$ cat src/rtl/snax_alu_pe_driver.sv
// Job sequencer around one snax_alu_pe: feeds packed operand pairs into the PE
// and buffers PE results in a small FIFO before handing them to the result streamer.
module snax_alu_pe_driver #(
   parameter int unsigned DataWidth = 64,
   parameter int unsigned CntWidth  = 16,
   parameter int unsigned ResDepth  = 2
) (
   input  logic                   clk_i,
   input  logic                   rst_i,
   input  logic                   start_i,
   input  logic [CntWidth-1:0]    len_i,
   input  logic [1:0]             alu_config_i,
   output logic                   busy_o,
   output logic                   done_o,
   input  logic [2*DataWidth-1:0] opnd_i,
   input  logic                   opnd_valid_i,
   output logic                   opnd_ready_o,
   output logic [DataWidth-1:0]   pe_a_o,
   output logic [DataWidth-1:0]   pe_b_o,
   output logic                   pe_a_valid_o,
   output logic                   pe_b_valid_o,
   input  logic                   pe_a_ready_i,
   input  logic                   pe_b_ready_i,
   input  logic [2*DataWidth-1:0] pe_c_i,
   input  logic                   pe_c_valid_i,
   output logic                   pe_c_ready_o,
   output logic                   pe_acc_ready_o,
   output logic [1:0]             pe_alu_config_o,
   output logic [2*DataWidth-1:0] res_o,
   output logic                   res_valid_o,
   input  logic                   res_ready_i
);
   // state   | meaning
   // ST_IDLE | waiting for start_i
   // ST_RUN  | issuing operands and draining results
   // ST_DONE | one-cycle completion pulse
   localparam int unsigned PtrWidth   = (ResDepth > 1) ? $clog2(ResDepth) : 1;
   localparam int unsigned CountWidth = $clog2(ResDepth + 1);
   localparam logic [CountWidth-1:0] Depth = CountWidth'(ResDepth);

   typedef enum logic [1:0] {ST_IDLE = 2'd0, ST_RUN = 2'd1, ST_DONE = 2'd2} state_e;

   state_e                 state_q, state_d;
   logic [CntWidth-1:0]    len_q, len_d;
   logic [CntWidth-1:0]    issue_cnt_q, issue_cnt_d;
   logic [CntWidth-1:0]    res_cnt_q, res_cnt_d;
   logic [1:0]             cfg_q, cfg_d;
   logic [PtrWidth-1:0]    wr_ptr_q, wr_ptr_d, rd_ptr_q, rd_ptr_d;
   logic [CountWidth-1:0]  count_q, count_d;
   logic [2*DataWidth-1:0] mem_q [ResDepth];
   logic [2*DataWidth-1:0] mem_d [ResDepth];
   logic                   run, issuing, opnd_hs, push, pop;

   assign run     = (state_q == ST_RUN);
   assign issuing = run && (issue_cnt_q < len_q);

   // Operand valid is never gated by PE ready, and c ready is purely registered,
   // so no combinational loop can form through the PE.
   assign pe_a_o          = run ? opnd_i[DataWidth-1:0] : '0;
   assign pe_b_o          = run ? opnd_i[2*DataWidth-1:DataWidth] : '0;
   assign pe_a_valid_o    = opnd_valid_i && issuing;
   assign pe_b_valid_o    = opnd_valid_i && issuing;
   assign pe_acc_ready_o  = issuing;
   assign opnd_ready_o    = issuing && pe_a_ready_i && pe_b_ready_i;
   assign pe_c_ready_o    = run && (count_q < Depth);
   assign pe_alu_config_o = cfg_q;
   assign res_valid_o     = (count_q != '0);
   assign res_o           = mem_q[rd_ptr_q];
   assign busy_o          = run;
   assign done_o          = (state_q == ST_DONE);

   assign opnd_hs = opnd_valid_i && opnd_ready_o;
   assign push    = pe_c_valid_i && pe_c_ready_o;
   assign pop     = res_valid_o && res_ready_i;

   always_comb begin
      state_d     = state_q;
      len_d       = len_q;
      cfg_d       = cfg_q;
      issue_cnt_d = issue_cnt_q;
      res_cnt_d   = res_cnt_q;
      wr_ptr_d    = wr_ptr_q;
      rd_ptr_d    = rd_ptr_q;
      count_d     = count_q;
      mem_d       = mem_q;

      case (state_q)
         ST_IDLE: begin
            if (start_i) begin
               len_d       = len_i;
               cfg_d       = alu_config_i;
               issue_cnt_d = '0;
               res_cnt_d   = '0;
               state_d     = (len_i != '0) ? ST_RUN : ST_DONE;
            end
         end
         ST_RUN: begin
            if (opnd_hs) issue_cnt_d = issue_cnt_q + CntWidth'(1);
            if (pop) begin
               res_cnt_d = res_cnt_q + CntWidth'(1);
               if (res_cnt_q + CntWidth'(1) == len_q) state_d = ST_DONE;
            end
         end
         ST_DONE: state_d = ST_IDLE;
         default: state_d = ST_IDLE;
      endcase

      if (push) begin
         mem_d[wr_ptr_q] = pe_c_i;
         wr_ptr_d        = wr_ptr_q + PtrWidth'(1);
      end
      if (pop) rd_ptr_d = rd_ptr_q + PtrWidth'(1);
      case ({push, pop})
         2'b10:   count_d = count_q + CountWidth'(1);
         2'b01:   count_d = count_q - CountWidth'(1);
         default: count_d = count_q;
      endcase
   end

   always_ff @(posedge clk_i or posedge rst_i) begin
      if (rst_i) begin
         state_q     <= ST_IDLE;
         len_q       <= '0;
         cfg_q       <= '0;
         issue_cnt_q <= '0;
         res_cnt_q   <= '0;
         wr_ptr_q    <= '0;
         rd_ptr_q    <= '0;
         count_q     <= '0;
         mem_q       <= '{default: '0};
      end else begin
         state_q     <= state_d;
         len_q       <= len_d;
         cfg_q       <= cfg_d;
         issue_cnt_q <= issue_cnt_d;
         res_cnt_q   <= res_cnt_d;
         wr_ptr_q    <= wr_ptr_d;
         rd_ptr_q    <= rd_ptr_d;
         count_q     <= count_d;
         mem_q       <= mem_d;
      end
   end
endmodule
$ cat config.mk
export PLATFORM = sky130hd
export DESIGN_NAME = snax_alu_pe_driver
export DESIGN_NICKNAME = d
export VERILOG_FILES = /design/src/rtl/snax_alu_pe_driver.sv
export SDC_FILE = /design/constraint.sdc
export NUM_CORES = 1
export LEC_CHECK = 0
export ABC_AREA = 1
export BUFFER_PORTS_ARGS = -buffer_cell sky130_fd_sc_hd__buf_4
export CAP_MARGIN = 20
export CORE_AREA = 2 2 215 217
export DETAILED_ROUTE_END_ITERATION = 8
export DIE_AREA = 0 0 217 219
export GPL_TIMING_DRIVEN = 1
export PLACE_DENSITY = 0.7
export SLEW_MARGIN = 20
export SYNTH_ARGS = -nofsm -noshare
export SYNTH_HDL_FRONTEND = slang
export SYNTH_SLANG_ARGS = --single-unit
export TNS_END_PERCENT = 5
$ cat constraint.sdc
create_clock -name clk_i -period 13.11 [get_ports clk_i]
set_clock_uncertainty 0.2 [all_clocks]
set_input_delay 3.933 -clock clk_i [delete_from_list [all_inputs] [get_ports clk_i]]
set_output_delay 3.933 -clock clk_i [all_outputs]
set_load 0.02 [all_outputs]
# Word-level counts from Yosys, hierarchy flattened
# Cells that the tools add are included.
# totals
regBits	312
latch_bits	0
mem_bits_rw	0
rom_bits	0
out_inout_bits	266
n_memories	0
# op_classes
addsub	6
n_mul	0
div	0
order_cmp	5
eq_ne	9
shifts	0
n_mux	19
bitwise	2
reduce_logical	18
# op_table
cell	count
$mux W128	4
$bwmux W256	1
$demux W128 S1	1
$mux W64	2
$pmux W16 S2	2
$mux W16	3
$add A16 B1 Y16 const B	2
$eq A16 B16 Y1	1
$lt A16 B16 Y1	1
$reduce_bool A16 Y1	1
$logic_and A1 B1 Y1	9
$reduce_and A3 Y1	3
$mux W2	4
$pmux W2 S2	2
$ne A2 B1 Y1 const B	3
$reduce_bool A2 Y1	3
$eq A2 B1 Y1 const B	2
$eq A2 B2 Y1 const B	2
$ge A2 B2 Y1 const B	2
$not A1 Y2	2
$add A1 B1 Y1 const B	2
$add A2 B1 Y2 const B	1
$logic_not A2 Y1	1
$lt A2 B1 Y1 const B	1
other kinds (4)	4

# Longest topological paths before layout
# Gate-level depths: netlist (run 1).
# logic_depth
word_depth	7
depth_mapped	15
depth_no_buf	15

# Worst setup path before layout (run 1)
# Ideal clock, no wire load.
# synth_timing
kind	input to output
startpoint	input opnd_valid_i
endpoint	output pe_b_valid_o
arrival_time_ps	4498
slack_ps	4479
path_stages	3
cell_sequence	inv_1 nor2_1 buf_4
# synth_via
elab_chain_cells	1
# synth_lines
item	line	source
start, declared	16	input logic opnd_valid_i,
$logic_and A1 B1 Y1	--	
end, declared	21	output logic pe_b_valid_o,
# Every way passes these cells.

# Final worst setup path (run 1)
# layout_timing
startpoint	input opnd_i[116]
endpoint	output pe_b_o[52]
# layout_via
elab_chain_cells	1
# layout_lines
item	line	source
start, declared	15	input logic [2*DataWidth-1:0] opnd_i,
$mux W64	60	assign pe_b_o = run ? opnd_i[2*DataWidth-1:DataWidth] : '0;
end, declared	19	output logic [DataWidth-1:0] pe_b_o,
# Every way passes these cells.

==> qor.txt, run 1 <==
status -> completed
sequential-to-total area share from yosys stat -> 48.02%
R2R depth -> 7
Arr. time, crit path -> 4.83 ns
remaining design rule violation count -> 0
hold buffer count at cts -> 0
Vias -> 15840
Vias/cell -> 4.827
gpl congestion -> 0.9863
largest net degree at the start of global routing -> 180
Setup crit end kind -> primary output
PD cells -> 251.3 mW/mm2
Worst setup SP type -> input port
XOR/XNOR Fraction of Synth Area -> 0.4617%
Tmin final -> 8.963 ns
Post-Synth Adder-Cell Area -> 1.385%
number of DRC markers in iteration 0 -> 1581
Hold Crit Class -> flop to flop
die width -> 217 um
area delta synth->final -> 34.18%
kind of critical path -> input port to primary output
layout cells sized above 1 -> 28.06%
Final setup viols -> 0
R2R Path End -> mem_q[21]
GRT Util Overall -> 24.26%
Avg Synthesized Cell Area -> 7.493 um2
initial antenna violation count -> 5
Worst Setup SP -> opnd_i[116]
max_cap viols -> 0
core region area -> 0.04509 mm2
Root Buffer -> clkbuf_16
first-pass GRT wire length -> 88400 um
TNS Setup -> 0 ns
grt total ovfl -> 0
CP max stage cell -> nor2_1
# rows -> 78
number of clock sinks -> 312
commonest cells after routing, fill and taps aside -> 798 x nand2_1, 554 x buf_4, 332 x inv_1
TritonCTS Buffers -> 36
largest family of logic cells by synthesized area -> simple AND/OR/NAND/NOR gates
CP max stage delay -> 0.44 ns
critical path endpoint -> pe_b_o[52]
Longest Clk Path Bufs -> 3
Tcrit/Tclk final -> 68.37%
worst r2r src -> state_q[1]
fmax -> 0.1116 GHz
Worst EP required -> 8.98 ns
Crit path depth -> 4
Slew Viols, Final -> 0
Compound-Gate Fraction of Synth Area -> 12.87%
Top cell by count, worst path -> buf_4
fill count -> 4404
remaining antenna violation count -> 0
delay-heaviest family, CP -> buffers and inverters
RSZ-0062 raised after global routing -> false
Port Buffers -> 547
R2R Setup Slk -> 9.20 ns
io pins -> 548
YS warnings -> 0
worst path cell trace -> buf_4, inv_1, nor2_1, buf_4
Initial Util -> 36.06%
routed len/inst -> 18.10 um
die area -> 0.04752 mm2
Simple-Gate Fraction of Synth Area -> 25.43%
die height -> 219 um
TritonCTS clock tree -> yes
total nets after synthesis -> 2470
number of global-route vias before repair -> 15010
First-pass DRT Iterations -> 6
post-CTS setup buffer count -> 0
Gates resized, CTS repair -> 0
Seq cells post-synth -> 312
post-synthesis mux area share -> 0.1385%
Mapped Area -> 0.01626 mm2
commonest non-fill, non-tap cell in the layout -> nand2_1
Slew HR -> 26.21%
number of distinct library cells after synthesis -> 38
post-DP HPWL -> 44560 um
Static Leak -> 12.33 nW
CP bufs+invs -> 3
H-tree levels -> 2
CP max FO -> 1
CTS clk-pin slew, worst paths -> 0.05 ns
Final #Nets -> 2953
cell count after synthesis -> 2170
Peak VDD IR -> 0.0001240 V
Post-Route WL -> 59410 um
worst-skew pair later-pin latency -> 0.55 ns
Power Total -> 5.484 mW
Final Hold Vio Count -> 0
Slew @ Worst Pin -> 1.107 ns
==> stage by stage <==
| stage | cells | setup WS (ns) | utilization [%] | hold WS (ns) | cell area, um2 |
|---|---|---|---|---|---|
| after floorplan | 2170 | 0.3476 | - | 0.2529 | 16260 |
| after global placement | 3215 | 4.171 | 45.69 | 0.2636 | 20600 |
| after detailed placement | 3215 | 4.176 | 45.69 | 0.2681 | 20600 |
| after CTS | 3280 | 4.176 | 48.37 | 0.2822 | 21810 |
| after global routing | 3280 | 4.108 | 48.38 | 0.2964 | 21810 |
| final | 3282 | 4.147 | 48.39 | 0.2784 | 21820 |
==> worst register-to-register path: cells and delay by family, from the launching register on <==
| kind | cells | cell delay (ns) |
|---|---|---|
| simple gates | 3 | 1.07 |
| compound gates | 1 | 0.31 |
| buf+inv | 3 | 1.73 |
| flops | 1 | 0.41 |
==> registers in the layout, indices dropped and copies added, names as in the netlist, 2 cells and up <==
register	count
len_q	16
count_q	2
res_cnt_q	16
pe_alu_config_o	2
state_q	2
mem_q	256
issue_cnt_q	16
==> synth_stat cells, drive strengths merged <==
cell	count	area, um2
or2	2	12.52
nand4	11	68.82
nand3	53	275.3
clkinv	1	3.750
dfrtp	312	7807
nor2	177	699.4
nand2	804	3033
xor2	3	26.28
o211ai	1	7.510
inv	335	1257
xnor3	1	22.52
clkbuf	62	234.0
ha	18	225.2
nor3b	1	7.510
o21a	2	15.01
mux2	2	22.52
o21ai	290	1868
xnor2	3	26.28
buf	49	406.6
o22ai	13	81.33
nor3	5	25.02
o21bai	1	7.510
and3	1	6.260
nor4	1	6.260
a21oi	21	105.1
o32ai	1	8.760
==> final cells by class <==
cell class / instances / area, um2 / area share (%)
sequential: 312 / 7811 / 35.80
multi-input combinational: 1411 / 6570 / 30.11
timing repair buffer: 556 / 4199 / 19.25
inverter: 336 / 1276 / 5.850
clock buffer: 52 / 1094 / 5.012
tap: 600 / 750.7 / 3.441
clock inverter: 13 / 111.4 / 0.5104
antenna: 2 / 5.005 / 0.02294
==> where the power goes <==
| group | switching (mW) | internal (mW) | leakage (nW) |
|---|---|---|---|
| clock network | 0.407 | 0.602 | 0.600 |
| logic | 1.79 | 1.02 | 7.80 |
| registers | 0.278 | 1.39 | 3.93 |
| total | 2.47 | 3.01 | 12.3 |
==> kinds of logic after synthesis <==
logic type / after synthesis
flip-flops: 312
adder cells (fa/ha/maj): 18
XOR/XNOR: 7
buffers and inverters: 447
multiplexers: 2
AO/OA/AOI/OAI: 329
AND/OR/NAND/NOR: 1055
==> layer usage <==
layer  part of all wire [%]  track usage [%]
met1                     41            31.46
met2                     47            40.55
met3                    7.9            5.974
met4                    3.3            6.187
met5                      0                0
==> how the worst min path moves through the flow <==
stage	startpoint	end	slack, ns	depth (start not counted)
2_1_floorplan	mem_q[100]	mem_q[100]	0.25	2
3_3_place_gp	mem_q[222]	mem_q[222]	0.26	2
3_5_place_dp	mem_q[212]	mem_q[212]	0.27	2
4_1_cts	mem_q[215]	mem_q[215]	0.28	2
5_1_grt	mem_q[173]	mem_q[173]	0.30	2
6_report	mem_q[171]	mem_q[171]	0.28	2
Note: power is estimated with default switching activity, not from simulation.
==> run 2, diff against run 1 <==
--- a/config.mk
+++ b/config.mk
@@ -5,14 +5,14 @@
 export SDC_FILE = /design/constraint.sdc
 export NUM_CORES = 1
 export LEC_CHECK = 0
-export ABC_AREA = 1
+export ABC_AREA = 0
 export BUFFER_PORTS_ARGS = -buffer_cell sky130_fd_sc_hd__buf_4
 export CAP_MARGIN = 20
 export CORE_AREA = 2 2 215 217
 export DETAILED_ROUTE_END_ITERATION = 8
 export DIE_AREA = 0 0 217 219
 export GPL_TIMING_DRIVEN = 1
-export PLACE_DENSITY = 0.7
+export PLACE_DENSITY = 0.68
 export SLEW_MARGIN = 20
 export SYNTH_ARGS = -nofsm -noshare
 export SYNTH_HDL_FRONTEND = slang
==> constraint.sdc (replaced) <==
create_clock -name clk_i -period 8.2 [get_ports clk_i]
set_clock_uncertainty 0.2 [all_clocks]
set_input_delay 2.46 -clock clk_i [delete_from_list [all_inputs] [get_ports clk_i]]
set_output_delay 2.46 -clock clk_i [all_outputs]
set_load 0.02 [all_outputs]
==> qor.txt, run 2 <==
first-pass GRT wire length -> 70770 um
hold buffer count at cts -> 0
post-CTS setup buffer count -> 0
largest net degree at the start of global routing -> 167
Post-synth EDFFs -> 0
asr flop ratio synth -> 100.0%
Storage cell area -> 0.007811 mm2
total nets after synthesis -> 1535
worst-skew pair later-pin latency -> 0.52 ns
fill count -> 4132
CP max FO -> 78
Power Total -> 8.938 mW
TNS Setup -> 0 ns
Static Leak -> 9.788 nW
CTS clk-pin slew, worst paths -> 0.05 ns
Initial Util -> 34.09%
area delta synth->final -> 37.78%
number of distinct library cells after synthesis -> 58
Slew HR -> 29.99%
commonest cells after routing, fill and taps aside -> 551 x buf_4, 367 x mux2_2, 311 x dfrtp_1
met3 wire length -> 2832 um
Peak VDD IR -> 0.0002114 V
cell with the most instances after synthesis -> mux2_2
Tmin final -> 6.081 ns
fmax -> 0.1645 GHz
GRT Util Overall -> 19.31%
top post-synthesis cells by count -> 367 x mux2_2, 312 x dfrtp_1, 132 x and2_1
Slew Viols, Final -> 0
number of DRC markers in iteration 0 -> 646
top cells by area, synth -> dfrtp_1 51%, mux2_2 27%, and2_1 5.4%
Seq cells post-synth -> 312
Final setup viols -> 0
Synth top area share -> 50.79%
Vias/cell -> 4.937
Multi-input gate area -> 0.007156 mm2
die width -> 217 um
die area -> 0.04752 mm2
initial antenna violation count -> 1
Main synth FF type -> dfrtp_1
Post-Route WL -> 48110 um
H-tree levels -> 2
max layer used -> met4
Mapped Area -> 0.01537 mm2
TritonCTS clock tree -> yes
WHS -> 0.2863 ns
design area -> 0.02118 mm2
First-pass DRT Iterations -> 5
Final Hold Vio Count -> 0
PD cells -> 422.0 mW/mm2
Longest Clk Path Bufs -> 3
Worst setup SP type -> flop
area leader, netlist -> dfrtp_1
gpl congestion -> 0.8737
routed len/inst -> 20.25 um
TritonCTS Buffers -> 35
sequential-to-total area share from yosys stat -> 50.79%
cell count after synthesis -> 1235
Setup crit end kind -> primary output
io pins -> 548
Gates resized, CTS repair -> 0
RSZ-0062 raised after global routing -> false
remaining design rule violation count -> 0
Avg Synthesized Cell Area -> 12.45 um2
YS warnings -> 0
kind of critical path -> flop to primary output
WL met2 -> 25230 um
commonest non-fill, non-tap cell in the layout -> buf_4
number of clock sinks -> 312
status -> completed
grt total ovfl -> 0
Hold Crit Class -> flop to flop
placed cell area -> 0.02003 mm2
max reg flops -> 256
Tcrit/Tclk final -> 74.16%
Root Buffer -> clkbuf_16
M1 WL -> 17640 um
Port Buffers -> 547
largest reg by FF count -> mem_q
Arr. time, crit path -> 3.42 ns
die height -> 219 um
remaining antenna violation count -> 0
Final #Nets -> 2052
layout cells sized above 1 -> 56.23%
Slew @ Worst Pin -> 1.050 ns
Vias -> 11730
number of global-route vias before repair -> 12070
core region area -> 0.04509 mm2
# rows -> 78
max_cap viols -> 0
post-DP HPWL -> 36730 um
Worst EP required -> 5.54 ns
run 2: cell count changes after synthesis, sizes merged, moves of 11 or more:
cell	before	now
nand2	804	45
nand3	53	23
clkbuf	62	41
inv	335	25
mux2	2	387
o21ai	290	60
o31ai	0	18
xnor2	3	24
a21oi	21	10
o22ai	13	1
buf	49	34
and2	0	133
nor2	177	24
run 2: routing by layer:
metal | GRT usage [%] | vias to the layer above
li1 | - | 5362
met1 | 21.06 | 5865
met2 | 35.44 | 420
met3 | 3.867 | 83
met4 | 9.863 | 0
met5 | 0 | -
run 2: cells by family (layout without fill, tap and decap cells):
| kind of cell | Yosys count | after routing | synth area share [%] |
|---|---|---|---|
| multiplexers | 387 | 387 | 28.35 |
| flip-flops | 312 | 312 | 50.79 |
| AND/OR/NAND/NOR | 270 | 270 | 10.11 |
| AO/OA/AOI/OAI | 118 | 118 | 4.770 |
| buffers and inverters | 100 | 640 | 2.808 |
| XOR/XNOR | 30 | 30 | 1.709 |
| adder cells (fa/ha/maj) | 18 | 18 | 1.465 |
| other | 0 | 1 | 0 |
run 2: stage by stage:
step | util [%] | setup slack (ns) | std cells
final | 46.98 | 2.119 | 2376
after CTS | 46.97 | 2.041 | 2375
after global placement | 44.43 | 2.451 | 2315
after floorplan | - | 1.385 | 1235
after detailed placement | 44.43 | 2.453 | 2315
after global routing | 46.98 | 1.820 | 2376
run 2: layout make-up:
| type | count | share of cell area (%) |
|---|---|---|
| antenna | 1 | 0.01181 |
| clock buffer | 45 | 4.602 |
| clock inverter | 15 | 0.8093 |
| inverter | 25 | 0.4608 |
| multi-input combinational | 823 | 33.78 |
| sequential | 312 | 36.88 |
| tap | 600 | 3.544 |
| timing repair buffer | 555 | 19.91 |
run 2: power breakdown:
part	internal [mW]	switching (mW)	total, mW
Sequential	2.26	0.448	2.70
Combinational	2.29	2.39	4.68
Clock	0.936	0.618	1.55
run 2: worst paths after layout:
path | cells past startpoint | from | slack, ns | to
max reg2reg | 6 | state_q[1] | 4.53 | mem_q[167]
min in group asynchronous | 2 | rst_i | 1.85 | mem_q[39]
min | 1 | mem_q[184] | 0.29 | mem_q[184]
min reg2reg | 1 | mem_q[184] | 0.29 | mem_q[184]
max | 5 | state_q[1] | 2.12 | pe_a_o[9]
max in group asynchronous | 3 | rst_i | 4.65 | mem_q[246]
run 2: worst max-delay path: stages (launching register included):
cell and delay, ns:
dfrtp_1 0.47, nand2b_1 0.60, inv_2 0.75, buf_4 0.56
and2_1 0.31, buf_4 0.18
